[src/rtl/cpu_ctrl.sv]
// Instruction register, decoder and multi-cycle sequencer for the simple RISC datapath.
// Optional illegal-opcode trap state enabled by defining CPU_CTRL_ILLEGAL_TRAP_EN.
module cpu_ctrl (
    input  logic        clk,
    input  logic        reset_n,
    input  logic [15:0] in,
    input  logic        load,
    input  logic        s,
    output logic        w,
    output logic [2:0]  readnum,
    output logic [2:0]  writenum,
    output logic        write,
    output logic        loada,
    output logic        loadb,
    output logic        loadc,
    output logic        loads,
    output logic        asel,
    output logic        bsel,
    output logic [1:0]  vsel,
    output logic [1:0]  ALUop,
    output logic [1:0]  shift,
    output logic [15:0] sximm8,
    output logic [15:0] sximm5,
    output logic        err
);
    typedef enum logic [3:0] {
        S_WAIT, S_DECODE, S_WR_IMM, S_GET_A, S_GET_B, S_ALU, S_CMP, S_WR_RD
`ifdef CPU_CTRL_ILLEGAL_TRAP_EN
        , S_ERR
`endif
    } state_t;

    state_t      state_q, state_d;
    logic [15:0] ir_q, ir_d;

    logic [2:0] opc, rn, rd, rm;
    logic [1:0] op;
    logic       is_mov_imm, is_mov_reg, is_add, is_cmp, is_and, is_mvn;

    assign opc = ir_q[15:13];
    assign op  = ir_q[12:11];
    assign rn  = ir_q[10:8];
    assign rd  = ir_q[7:5];
    assign rm  = ir_q[2:0];

    assign is_mov_imm = (opc == 3'b110) && (op == 2'b10);
    assign is_mov_reg = (opc == 3'b110) && (op == 2'b00);
    assign is_add     = (opc == 3'b101) && (op == 2'b00);
    assign is_cmp     = (opc == 3'b101) && (op == 2'b01);
    assign is_and     = (opc == 3'b101) && (op == 2'b10);
    assign is_mvn     = (opc == 3'b101) && (op == 2'b11);

    assign ALUop  = op;
    assign shift  = ir_q[4:3];
    assign sximm8 = {{8{ir_q[7]}}, ir_q[7:0]};
    assign sximm5 = {{11{ir_q[4]}}, ir_q[4:0]};

    always_comb begin
        state_d = state_q;
        ir_d    = ir_q;
        case (state_q)
            S_WAIT: begin
                // load and s share an edge so DECODE already sees the new word
                if (load) ir_d = in;
                if (s) state_d = S_DECODE;
            end
            S_DECODE: begin
                if (is_mov_imm)                  state_d = S_WR_IMM;
                else if (is_mov_reg || is_mvn)   state_d = S_GET_B;
                else if (is_add || is_and || is_cmp) state_d = S_GET_A;
                else
`ifdef CPU_CTRL_ILLEGAL_TRAP_EN
                    state_d = S_ERR;
`else
                    state_d = S_WAIT;
`endif
            end
            S_GET_A:  state_d = S_GET_B;
            S_GET_B:  state_d = is_cmp ? S_CMP : S_ALU;
            S_ALU:    state_d = S_WR_RD;
            S_WR_IMM, S_CMP, S_WR_RD: state_d = S_WAIT;
            default:  state_d = state_q;
        endcase
    end

    always_ff @(posedge clk or negedge reset_n) begin
        if (!reset_n) begin
            state_q <= S_WAIT;
            ir_q    <= '0;
        end else begin
            state_q <= state_d;
            ir_q    <= ir_d;
        end
    end

    always_comb begin
        w        = 1'b0;
        readnum  = 3'd0;
        writenum = 3'd0;
        write    = 1'b0;
        loada    = 1'b0;
        loadb    = 1'b0;
        loadc    = 1'b0;
        loads    = 1'b0;
        asel     = 1'b0;
        bsel     = 1'b0;
        vsel     = 2'b00;
        err      = 1'b0;
        case (state_q)
            S_WAIT:   w = 1'b1;
            S_WR_IMM: begin writenum = rn; write = 1'b1; vsel = 2'b10; end
            S_GET_A:  begin readnum = rn; loada = 1'b1; end
            S_GET_B:  begin readnum = rm; loadb = 1'b1; end
            S_ALU:    begin loadc = 1'b1; asel = is_mov_reg || is_mvn; end
            S_CMP:    loads = 1'b1;
            S_WR_RD:  begin writenum = rd; write = 1'b1; end
`ifdef CPU_CTRL_ILLEGAL_TRAP_EN
            S_ERR:    err = 1'b1;
`endif
            default:  ;
        endcase
    end
endmodule
[config.mk]
export PLATFORM = sky130hd
export DESIGN_NAME = cpu_ctrl
export DESIGN_NICKNAME = d
export VERILOG_FILES = /design/src/rtl/cpu_ctrl.sv
export SDC_FILE = /design/constraint.sdc
export NUM_CORES = 1
export LEC_CHECK = 0
export BUFFER_PORTS_ARGS = -buffer_cell sky130_fd_sc_hd__buf_2
export CORE_MARGIN = 10
export CORE_UTILIZATION = 47
export CTS_CLUSTER_SIZE = 28
export DETAILED_ROUTE_END_ITERATION = 7
export HOLD_SLACK_MARGIN = 0.02
export PLACE_DENSITY_LB_ADDON = 0.25
export SYNTH_ARGS = -nofsm -noshare
export SYNTH_HDL_FRONTEND = slang
export SYNTH_SLANG_ARGS = --single-unit
[constraint.sdc]
create_clock -name clk -period 2.2 [get_ports clk]
set_input_delay 0.33 -clock clk [delete_from_list [all_inputs] [get_ports clk]]
set_output_delay 0.33 -clock clk [all_outputs]
set_load 0.005 [all_outputs]
=== After elaboration in Yosys (flattened, before gate mapping) ===
Cells that the tools add are included.

* Register bits: 20
* Logic and storage cells: 47

* Eq/ne operators: 13
* Muxes and demuxes: 16
* Reductions and logical operators: 16

{| class="wikitable"
|+ Operators with widths
! kind !! number
|-
| $pmux 4 s6 || 1
|-
| $eq 4x3->1 const B || 4
|-
| $pmux 3 s2 || 2
|-
| $eq 4x2->1 const B || 2
|-
| $mux 1 || 7
|-
| $eq 3x3->1 const B || 2
|-
| $logic_and 1x1->1 || 6
|-
| $mux 2 || 3
|-
| $mux 3 || 2
|-
| $reduce_bool 6->1 || 1
|-
| $eq 2x2->1 const B || 2
|-
| $eq 4x1->1 const B || 1
|-
| $logic_not 4->1 || 1
|-
| $mux 4 || 1
|-
| $reduce_and 2->1 || 2
|-
| $logic_or 1x1->1 || 3
|-
| $reduce_or 3->1 || 1
|-
| $eq 2x1->1 const B || 1
|-
| $logic_not 2->1 || 1
|-
| $ne 2x2->1 const B || 1
|-
| $reduce_or 2->1 || 1
|}

=== Logic depth before layout (Yosys ltp) ===
Gate-level depths: netlist of the first run.

* Depth in word-level cells: 8
* Mapped depth: 6
* Depth with buffers taken out: 3

=== Worst setup path before layout of the first run ===
OpenSTA, ideal clock, no wires.

* Kind: register -> register
* From: reg state_q[1]
* To: reg ir_q[10]
* Library setup time: 125 ps
* Arrival: 1,367 ps
* Required time: 2,075 ps
* Slack: 707 ps
* Cell stages (with the launch flop): 7
* Period minus slack after synthesis: 1,493 ps
* Cells stage by stage: dfrtp_1 buf_6 nor3_4 and2_4 buf_8 buf_12 mux2_4

* Cells in the longest elaborated chain, start to end: 2

{| class="wikitable"
|+ Ends and longest elaborated chain
! item !! RTL line !! text
|-
| from (decl) || 33 || <nowiki>state_t state_q, state_d;</nowiki>
|-
| from (signal assigned) || 91 || <nowiki>state_q <= state_d;</nowiki>
|-
| $logic_not 4->1 || 61 || <nowiki>case (state_q)</nowiki>
|-
| $reduce_and 2->1 (no source line) || n/a ||
|-
| to (signal assigned) || 92 || <nowiki>ir_q <= ir_d;</nowiki>
|-
| to (decl) || 34 || <nowiki>logic [15:0] ir_q, ir_d;</nowiki>
|}

Every way passes these cells.
A chain may end at the register's enable or synchronous reset.

=== Final worst setup path of the first run ===
* From: reg state_q[1]
* To: out readnum[0]

* Cells in the longest elaborated chain, start to end: 2
* Elaborated cells on any way between the ends: 3
* Those cells by class: 2 x eq/ne; 1 x mux

{| class="wikitable"
|+ Ends and longest elaborated chain
! item !! RTL line !! text
|-
| $eq 4x3->1 or $eq 4x2->1 (tied branches) || 109 || <nowiki>case (state_q)</nowiki>
|-
| $pmux 3 s2 * || 109 ||
|-
| to (decl) || 10 || <nowiki>output logic [2:0] readnum,</nowiki>
|}

Every way passes the cells marked *; elsewhere a longest branch is shown, timed or not.

==> results of run 1 <==
per-layer routing:
metal,share of wire [%],vias up
li1,-,433
met1,36,434
met2,48,51
met3,15,4
met4,1.2,0
met5,0,-
per-stage QoR:
| stage | area, sq um | setup slack, ps | util, % | power, uW | hold slack, ps |
|---|---|---|---|---|---|
| 2_1_floorplan | 1314 | 707.4 | - | 1845 | 34.41 |
| 6_report | 1390 | 168.7 | 51.29 | 1992 | 246.0 |
| 4_1_cts | 1380 | 33.17 | 50.92 | 2023 | 237.5 |
| 3_3_place_gp | 1344 | 531.3 | 49.58 | 1812 | 290.1 |
| 3_5_place_dp | 1344 | 379.2 | 49.58 | 1840 | 295.7 |
| 5_1_grt | 1390 | 41.79 | 51.29 | 2175 | 222.1 |
sequential cells by signal, summed over array words and instances (netlist names):
signal / cells
state_q: 3
ir_q: 16
timing repair:
action                                 4_1_cts  5_1_grt
endpoints found under the hold margin       19        0
resized for setup                            0        2
setup endpoints to repair                    0        4
hold buffers                                 1        0
layout by cell type (no fill, tap or decap), drive strengths merged:
cell,count
a21o,2
a221oi,1
a22o,3
a22oi,3
a311oi,1
a31oi,1
and2,2
and4b,1
buf,69
clkbuf,4
conb,3
dfrtp,19
dlygate4sd3,1
inv,3
mux2,16
nand2,2
nand3,1
nand3b,1
nor2,6
nor3,6
nor3b,1
nor4b,1
o21a,1
o21ai,1
o31a,1
o32ai,1
final timing paths:
path	start	end	slack, ps	cells past startpoint
hold reg to reg	ir_q[3]	ir_q[3]	550	1
setup reg to reg	state_q[1]	ir_q[2]	630	3
hold / removal	in[1]	ir_q[1]	250	2
setup / recovery	state_q[1]	readnum[0]	170	4
min in group asynchronous	reset_n	ir_q[1]	480	2
max in group asynchronous	reset_n	ir_q[14]	1400	2
final cells by class:
type	count	share of cell area (%)
clock buffers	4	1.890
repair buffers	70	25.56
multi-input cells	55	34.74
inverters	3	0.8101
well taps	31	2.790
flip-flops and latches	19	34.20
cells by family (layout without fill, tap and decap cells):
family / count (synthesis) / after routing / share of synthesized area (%)
AO/OA/AOI/OAI: 15 / 15 / 9.101
flip-flops: 19 / 19 / 36.40
other: 1 / 3 / 0.2871
AND/OR/NAND/NOR: 21 / 21 / 9.579
buffers and inverters: 47 / 77 / 27.97
multiplexers: 16 / 16 / 16.67
power by group through the flow:
stage / Sequential [uW] / Combinational, uW / Clock [uW]
floorplan: 690 / 1160 / 0
global placement: 763 / 1050 / 0
detailed placement: 780 / 1060 / 0
CTS: 775 / 1060 / 185
global route: 822 / 1150 / 204
finish: 777 / 1040 / 177
==> results.cfg, run 1 <==
[setup_path]
cp-start-kind = register
critPathTopFamily = flip-flops
path_cells = inv_1 -> nor3_2 -> a22o_1 -> buf_2
slowest_delay_ps = 570
cp_data_required_time_ps = 1870
worstPathArrival_ps = 1700
end_kind = output port
crit_buf_inv = 2
crit_slowest_cell = dfrtp_1
crit_type = register to output port
cp_max_fo = 9

[global_routing]
track_usage_pct = 11.10
busiest_layer = met2
use_met3_pct = 7.347
grt_use_met1_pct = 11.38
grt_pass1_wl_um = 4747
grtUsageMet2_pct = 18.11
grt_pass1_vias = 924
antenna_found_initial = 0
overflow = 0
grt_max_degree = 20

[clocking]
cts_root_buffer = clkbuf_4
numCtsBuffers = 3
path_clk_slew_ps = 110
clkLatencyLatePin_ps = 300
cts_tree = built
clock-sinks = 19
post_cts_buffers = 0
clk_path_buf_depth = 2
h-tree-depth = 1

[synthesis]
synth-edff-count = 0
syn-instance-count = 119
yosysSeqAreaShare_pct = 36.40
synth_top_area_cell = dfrtp_1
synth-main-ff-cell = dfrtp_1
syn_avg_cell_area_sq_um = 10.98
synth.distinct_cells = 31
ys_async_sr_fraction_pct = 100.0
synth_area_leaders = dfrtp_1 36%, buf_4 24%, mux2_4 11%
yosys.area.top_type_share_pct = 36.40
syn-cell-area_sq_um = 1306
synth_common_cells = 41 x buf_4, 19 x dfrtp_1, 10 x mux2_4, 6 x mux2_2, 6 x nor2_1
synth_seq_cells = 19
yosys_warnings = 0
yosysMostFrequentCell = buf_4

[power_and_ir_drop]
p_int_uw = 1202
power_frac_comb_pct = 52.1
swShare_pct = 39.64
powerDensity_nw_per_um2 = 1433
power_switching_uw = 789.7
p_leak_uw = 0.0007294
vdd_drop_max_uv = 758.6
clockPowerShare_pct = 8.9
power_frac_seq_pct = 39.0

[floorplan]
core_region_area_sq_um = 2710
chipHeight_um = 72.72
rows = 19
fp.dieW_um = 72.72
start_util_pct = 48.20
num_io_pins = 73
die-area_sq_um = 5288

[final_layout]
nNetsFinal = 172
regArea_sq_um = 475.5
area_growth_pct = 6.417
fill_cells = 259
drive_gt1_share_pct = 61.59
diodes = 0
multi_input_area_sq_um = 483.0
finalNonFillerCells = 182

[placement]
globalplace.congestion = 0.8564
dp_cells = 177
io_buffer_count = 69
hpwl_um = 2406

[run_status]
status = finished clean

[timing]
fin_skew_ps = 8.850
fin_setup_tns_ps = 0
fmax_mhz = 492.3
period_needed_ps = 2031
hold_viol = 0
setup-violations-final = 0
min_period_over_period_pct = 92.33
rsz0062_at_grt = false
drv_slew = 0

[detailed_routing]
ant_nets = 0
drc_errors = 0
vias = 922
via_per_inst = 5.066
wl_per_cell_um = 16.47
drtIter0Drc = 61
dr.pass1.iters = 4
routed_wl_um = 2997

[hold_path]
hold_path.class = input pin to register

[flow_run]
maxCapViolations = 0
Note: power is estimated with default switching activity, not from simulation.
==> inputs of run 2 (changes only) <==
Settings changed: CORE_UTILIZATION 47 to 49, CTS_BUF_LIST from default to sky130_fd_sc_hd__clkbuf_2 sky130_fd_sc_hd__clkbuf_4 sky130_fd_sc_hd__clkbuf_8.
==> results.cfg, run 2 (same netlist as run 1, synthesis figures left out) <==
[setup_path]
crit_type = register to output port
r2r_cells = 3
crit_start = state_q[1]
slowest_delay_ps = 560
end_kind = output port
worstReg2RegEnd = ir_q[5]
crit_slowest_cell = dfrtp_1
path_cells = inv_1 -> nor3_2 -> a22o_1 -> buf_2
r2r-start = state_q[1]
worstPathArrival_ps = 1680
cp_data_required_time_ps = 1870
cp_max_fo = 9
cp-endpoint = readnum[1]
reg2reg_slack_ps = 630
cp-start-kind = register

[clocking]
clock-sinks = 19
h-tree-depth = 1
path_clk_slew_ps = 110
cts_root_buffer = clkbuf_4
clk_path_buf_depth = 2
clkLatencyLatePin_ps = 300
numCtsBuffers = 3
cts_tree = built
post_cts_buffers = 0

[placement]
hpwl_um = 2406
dp_cells = 176
place_ws_ps = 449.3
io_buffer_count = 69
globalplace.congestion = 0.7702

[floorplan]
rows = 18
chipHeight_um = 71.63
die-area_sq_um = 5131
fp.dieW_um = 71.63
core_region_area_sq_um = 2500
start_util_pct = 52.25
num_io_pins = 73

[hold_path]
hold_path.class = input pin to register

[detailed_routing]
ant_nets = 0
drc_errors = 0
routed_wl_um = 2937
wl_per_cell_um = 16.23
vias = 892
drtIter0Drc = 13
via_per_inst = 4.928
dr.pass1.iters = 3

[timing]
fin_setup_tns_ps = 0
fin_skew_ps = 11.79
min_period_over_period_pct = 91.15
hold_viol = 0
fin_ws_ps = 194.7
rsz0062_at_grt = false
fmax_mhz = 498.7
setup-violations-final = 0
drv_slew = 0
period_needed_ps = 2005

[flow_run]
maxCapViolations = 0

[power_and_ir_drop]
p_total_uw = 1997
vdd_drop_max_uv = 771.3
p_leak_uw = 0.0007283
powerDensity_nw_per_um2 = 1434

[final_layout]
nNetsFinal = 172
layout_commonest_cell = buf_2
final_cell_mix = 69 x buf_2, 19 x dfrtp_1, 10 x mux2_4
max_flop_register = ir_q
area_growth_pct = 6.610
finalNonFillerCells = 181
largest_reg_flops = 16
reg_top3 = ir_q x16, state_q x3
diodes = 0
drive_gt1_share_pct = 62.25

[global_routing]
grt_pass1_vias = 914
antenna_found_initial = 0
overflow = 0
track_usage_pct = 10.71
grt_max_degree = 20
grt_pass1_wl_um = 4519

[run_status]
status = finished clean
## run 2: per-stage QoR
stage | area (sq um) | utilization [%] | hold WS, ps
floorplan | 1314 | - | 34.41
global placement | 1343 | 53.70 | 295.4
detailed placement | 1343 | 53.70 | 289.5
CTS | 1383 | 55.31 | 238.0
global route | 1393 | 55.71 | 226.5
finish | 1393 | 55.71 | 243.8
## run 2: worst max-delay path: cells and delay by family, from the launching register on
kind / cells / cell delay [ps]
and+or+nand+nor: 1 / 310
buffers and inverters: 2 / 320
AOI/OAI and AO/OA: 1 / 170
DFF: 1 / 560
## run 2: cell type report
cell class                 count  area (sq um)
clock buffer                   3         22.52
clock inverter                 1         7.507
fill                         239          1107
inverter                       3         11.26
multi-input combinational     55         483.0
sequential                    19         475.5
tap                           30         37.54
timing repair buffer          70         355.3
## run 2: worst min path at each step
| stage | start | end | cells past startpoint |
|---|---|---|---|
| global placement | reset_n | ir_q[3] | 1 |
| detailed placement | reset_n | ir_q[1] | 1 |
| finish | in[10] | ir_q[10] | 2 |
| CTS | in[14] | ir_q[14] | 2 |
| floorplan | reset_n | ir_q[0] | 0 |
| global route | in[10] | ir_q[10] | 2 |
## run 2: power breakdown
| group | internal [uW] | leakage (uW) | switching (uW) |
|---|---|---|---|
| clock network | 69.3 | 0.0000139 | 110 |
| registers | 522 | 0.000227 | 254 |
| logic | 609 | 0.000488 | 433 |
## run 2: routing by layer
metal / share of wire (%) / vias to the layer above / GRT usage, %
met3: 15 / 2 / 7.851
li1: - / 433 / -
met1: 38 / 411 / 11.07
met5: 0 / - / 0
met2: 46 / 46 / 17.35
met4: 0.48 / 0 / 1.935
## run 2: repair_timing
item,CTS,global route
hold buffers,1,0
endpoints found under the hold margin,19,0
endpoints found under the setup margin,0,3
resized for setup,0,2
==> inputs of run 3 (changes only) <==
Settings changed: CORE_MARGIN 10 to 2, CORE_UTILIZATION 49 to 41.
Clock period 2.2 ns to 1.74 ns, I/O delays scaled along.
==> results.cfg, run 3 (same netlist as run 1, synthesis figures left out) <==
[timing]
fin_skew_ps = 16.97
setup-violations-final = 0
drv_slew = 0
rsz0062_at_grt = true
period_needed_ps = 1697
fmax_mhz = 589.1
hold_ws_ps = 164.1
min_period_over_period_pct = 97.55
hold_viol = 0

[setup_path]
crit_type = register to output port
r2r_cells = 4
cp_data_required_time_ps = 1480
r2r-start = state_q[0]
crit_slowest_cell = dfrtp_1
end_kind = output port
worstReg2RegEnd = ir_q[3]
crit_buf_inv = 2
worstPathArrival_ps = 1440
cp-start-kind = register
slowest_delay_ps = 430
critPathTopFamily = flip-flops
path_cells = buf_6 -> and2_4 -> a22oi_2 -> nor2_1 -> buf_2
reg2reg_slack_ps = 60
cp_max_fo = 6

[final_layout]
post-route-util_pct = 50.33
reg_top3 = ir_q x16, state_q x3
nNetsFinal = 181
final_cell_mix = 69 x buf_2, 16 x dfrtp_1, 10 x mux2_4
area_growth_pct = 17.62
diodes = 0
fin_area_sq_um = 1536
largest_reg_flops = 16
drive_gt1_share_pct = 70.00
max_flop_register = ir_q
layout_commonest_cell = buf_2

[global_routing]
track_usage_pct = 14.87
overflow = 0
grt_max_degree = 20
grt_pass1_vias = 893
grt_pass1_wl_um = 4036
antenna_found_initial = 0

[floorplan]
rows = 20
die-area_sq_um = 3654
start_util_pct = 42.79
fp.dieW_um = 60.45
core_region_area_sq_um = 3053
num_io_pins = 73
chipHeight_um = 60.45

[hold_path]
worstHoldPathCells = 2
hold_path.class = input pin to register
holdPathEnd = ir_q[10]
worstHoldStart = in[10]

[detailed_routing]
ant_nets = 0
wl_per_cell_um = 13.15
vias = 981
dr.pass1.iters = 4
drtIter0Drc = 30
routed_wl_um = 2682
via_per_inst = 4.809
drc_errors = 0

[power_and_ir_drop]
p_total_uw = 2760
powerDensity_nw_per_um2 = 1796
p_leak_uw = 0.0007788
vdd_drop_max_uv = 800.7

[clocking]
cts_root_buffer = clkbuf_4
path_clk_slew_ps = 130
clk_path_buf_depth = 2
cts_tree = built
numCtsBuffers = 3
h-tree-depth = 1
clkLatencyLatePin_ps = 310
clock-sinks = 19

[placement]
globalplace.congestion = 0.7680
hpwl_um = 1947
io_buffer_count = 69
placed_cell_area_sq_um = 1383

[flow_run]
maxCapViolations = 0

[run_status]
status = finished clean
-- run 3: through the flow --
stage | instances | TNS, ps | setup slack, ps
2_1_floorplan | 121 | 0 | 247.4
3_3_place_gp | 193 | 0 | 184.5
3_5_place_dp | 193 | 0 | 141.2
4_1_cts | 202 | 0 | 18.57
5_1_grt | 204 | -95.09 | -46.07
6_report | 204 | 0 | 42.56
-- run 3: area by class of cell --
class	instances	area, sq um
timing repair buffer	79	439.2
tap	44	55.05
clock buffer	3	22.52
multi-input combinational	55	521.8
clock inverter	1	7.507
fill	292	1516
sequential	19	479.2
inverter	3	11.26
-- run 3: worst max-delay path by stage --
| stage | endpoint | cells past startpoint | start | slack [ps] |
|---|---|---|---|---|
| 2_1_floorplan | ir_q[10] | 6 | state_q[1] | 250 |
| 3_3_place_gp | ir_q[4] | 3 | state_q[1] | 180 |
| 3_5_place_dp | readnum[0] | 4 | state_q[0] | 140 |
| 4_1_cts | writenum[2] | 5 | state_q[2] | 20 |
| 5_1_grt | vsel[1] | 4 | state_q[1] | -50 |
| 6_report | writenum[2] | 5 | state_q[2] | 40 |
-- run 3: layer usage --
metal / routed length (um) / part of all wire (%) / global-route usage, % / vias up
met1: 1134 / 42 / 18.85 / 457
met5: 0 / 0 / 0 / -
met2: 1268 / 47 / 25.16 / 63
met4: 62 / 2.3 / 5.901 / 0
li1: - / - / - / 451
met3: 217 / 8.1 / 2.772 / 10
-- run 3: timing repair --
action | in CTS | in global routing
resized for setup | 8 | 8
endpoints found under the hold margin | 19 | 0
pin swaps | 0 | 1
hold buffers | 1 | 0
setup endpoints to repair | 11 | 9
gates cloned | 0 | 0
buffers inserted | 4 | 2
-- run 3: worst reg2reg max path: stages (launching register included) --
cell and delay [ps]:
dfrtp_2 510, buf_4 170, nor3_4 170, and2_4 340, mux2_2 380
-- run 3: where the power goes --
| group | internal (uW) | switching (uW) | leakage [uW] |
|---|---|---|---|
| Sequential | 668 | 308 | 0.000223 |
| Clock | 87.7 | 150 | 0.0000139 |
| Combinational | 914 | 632 | 0.000542 |
| Total | 1670 | 1090 | 0.000779 |
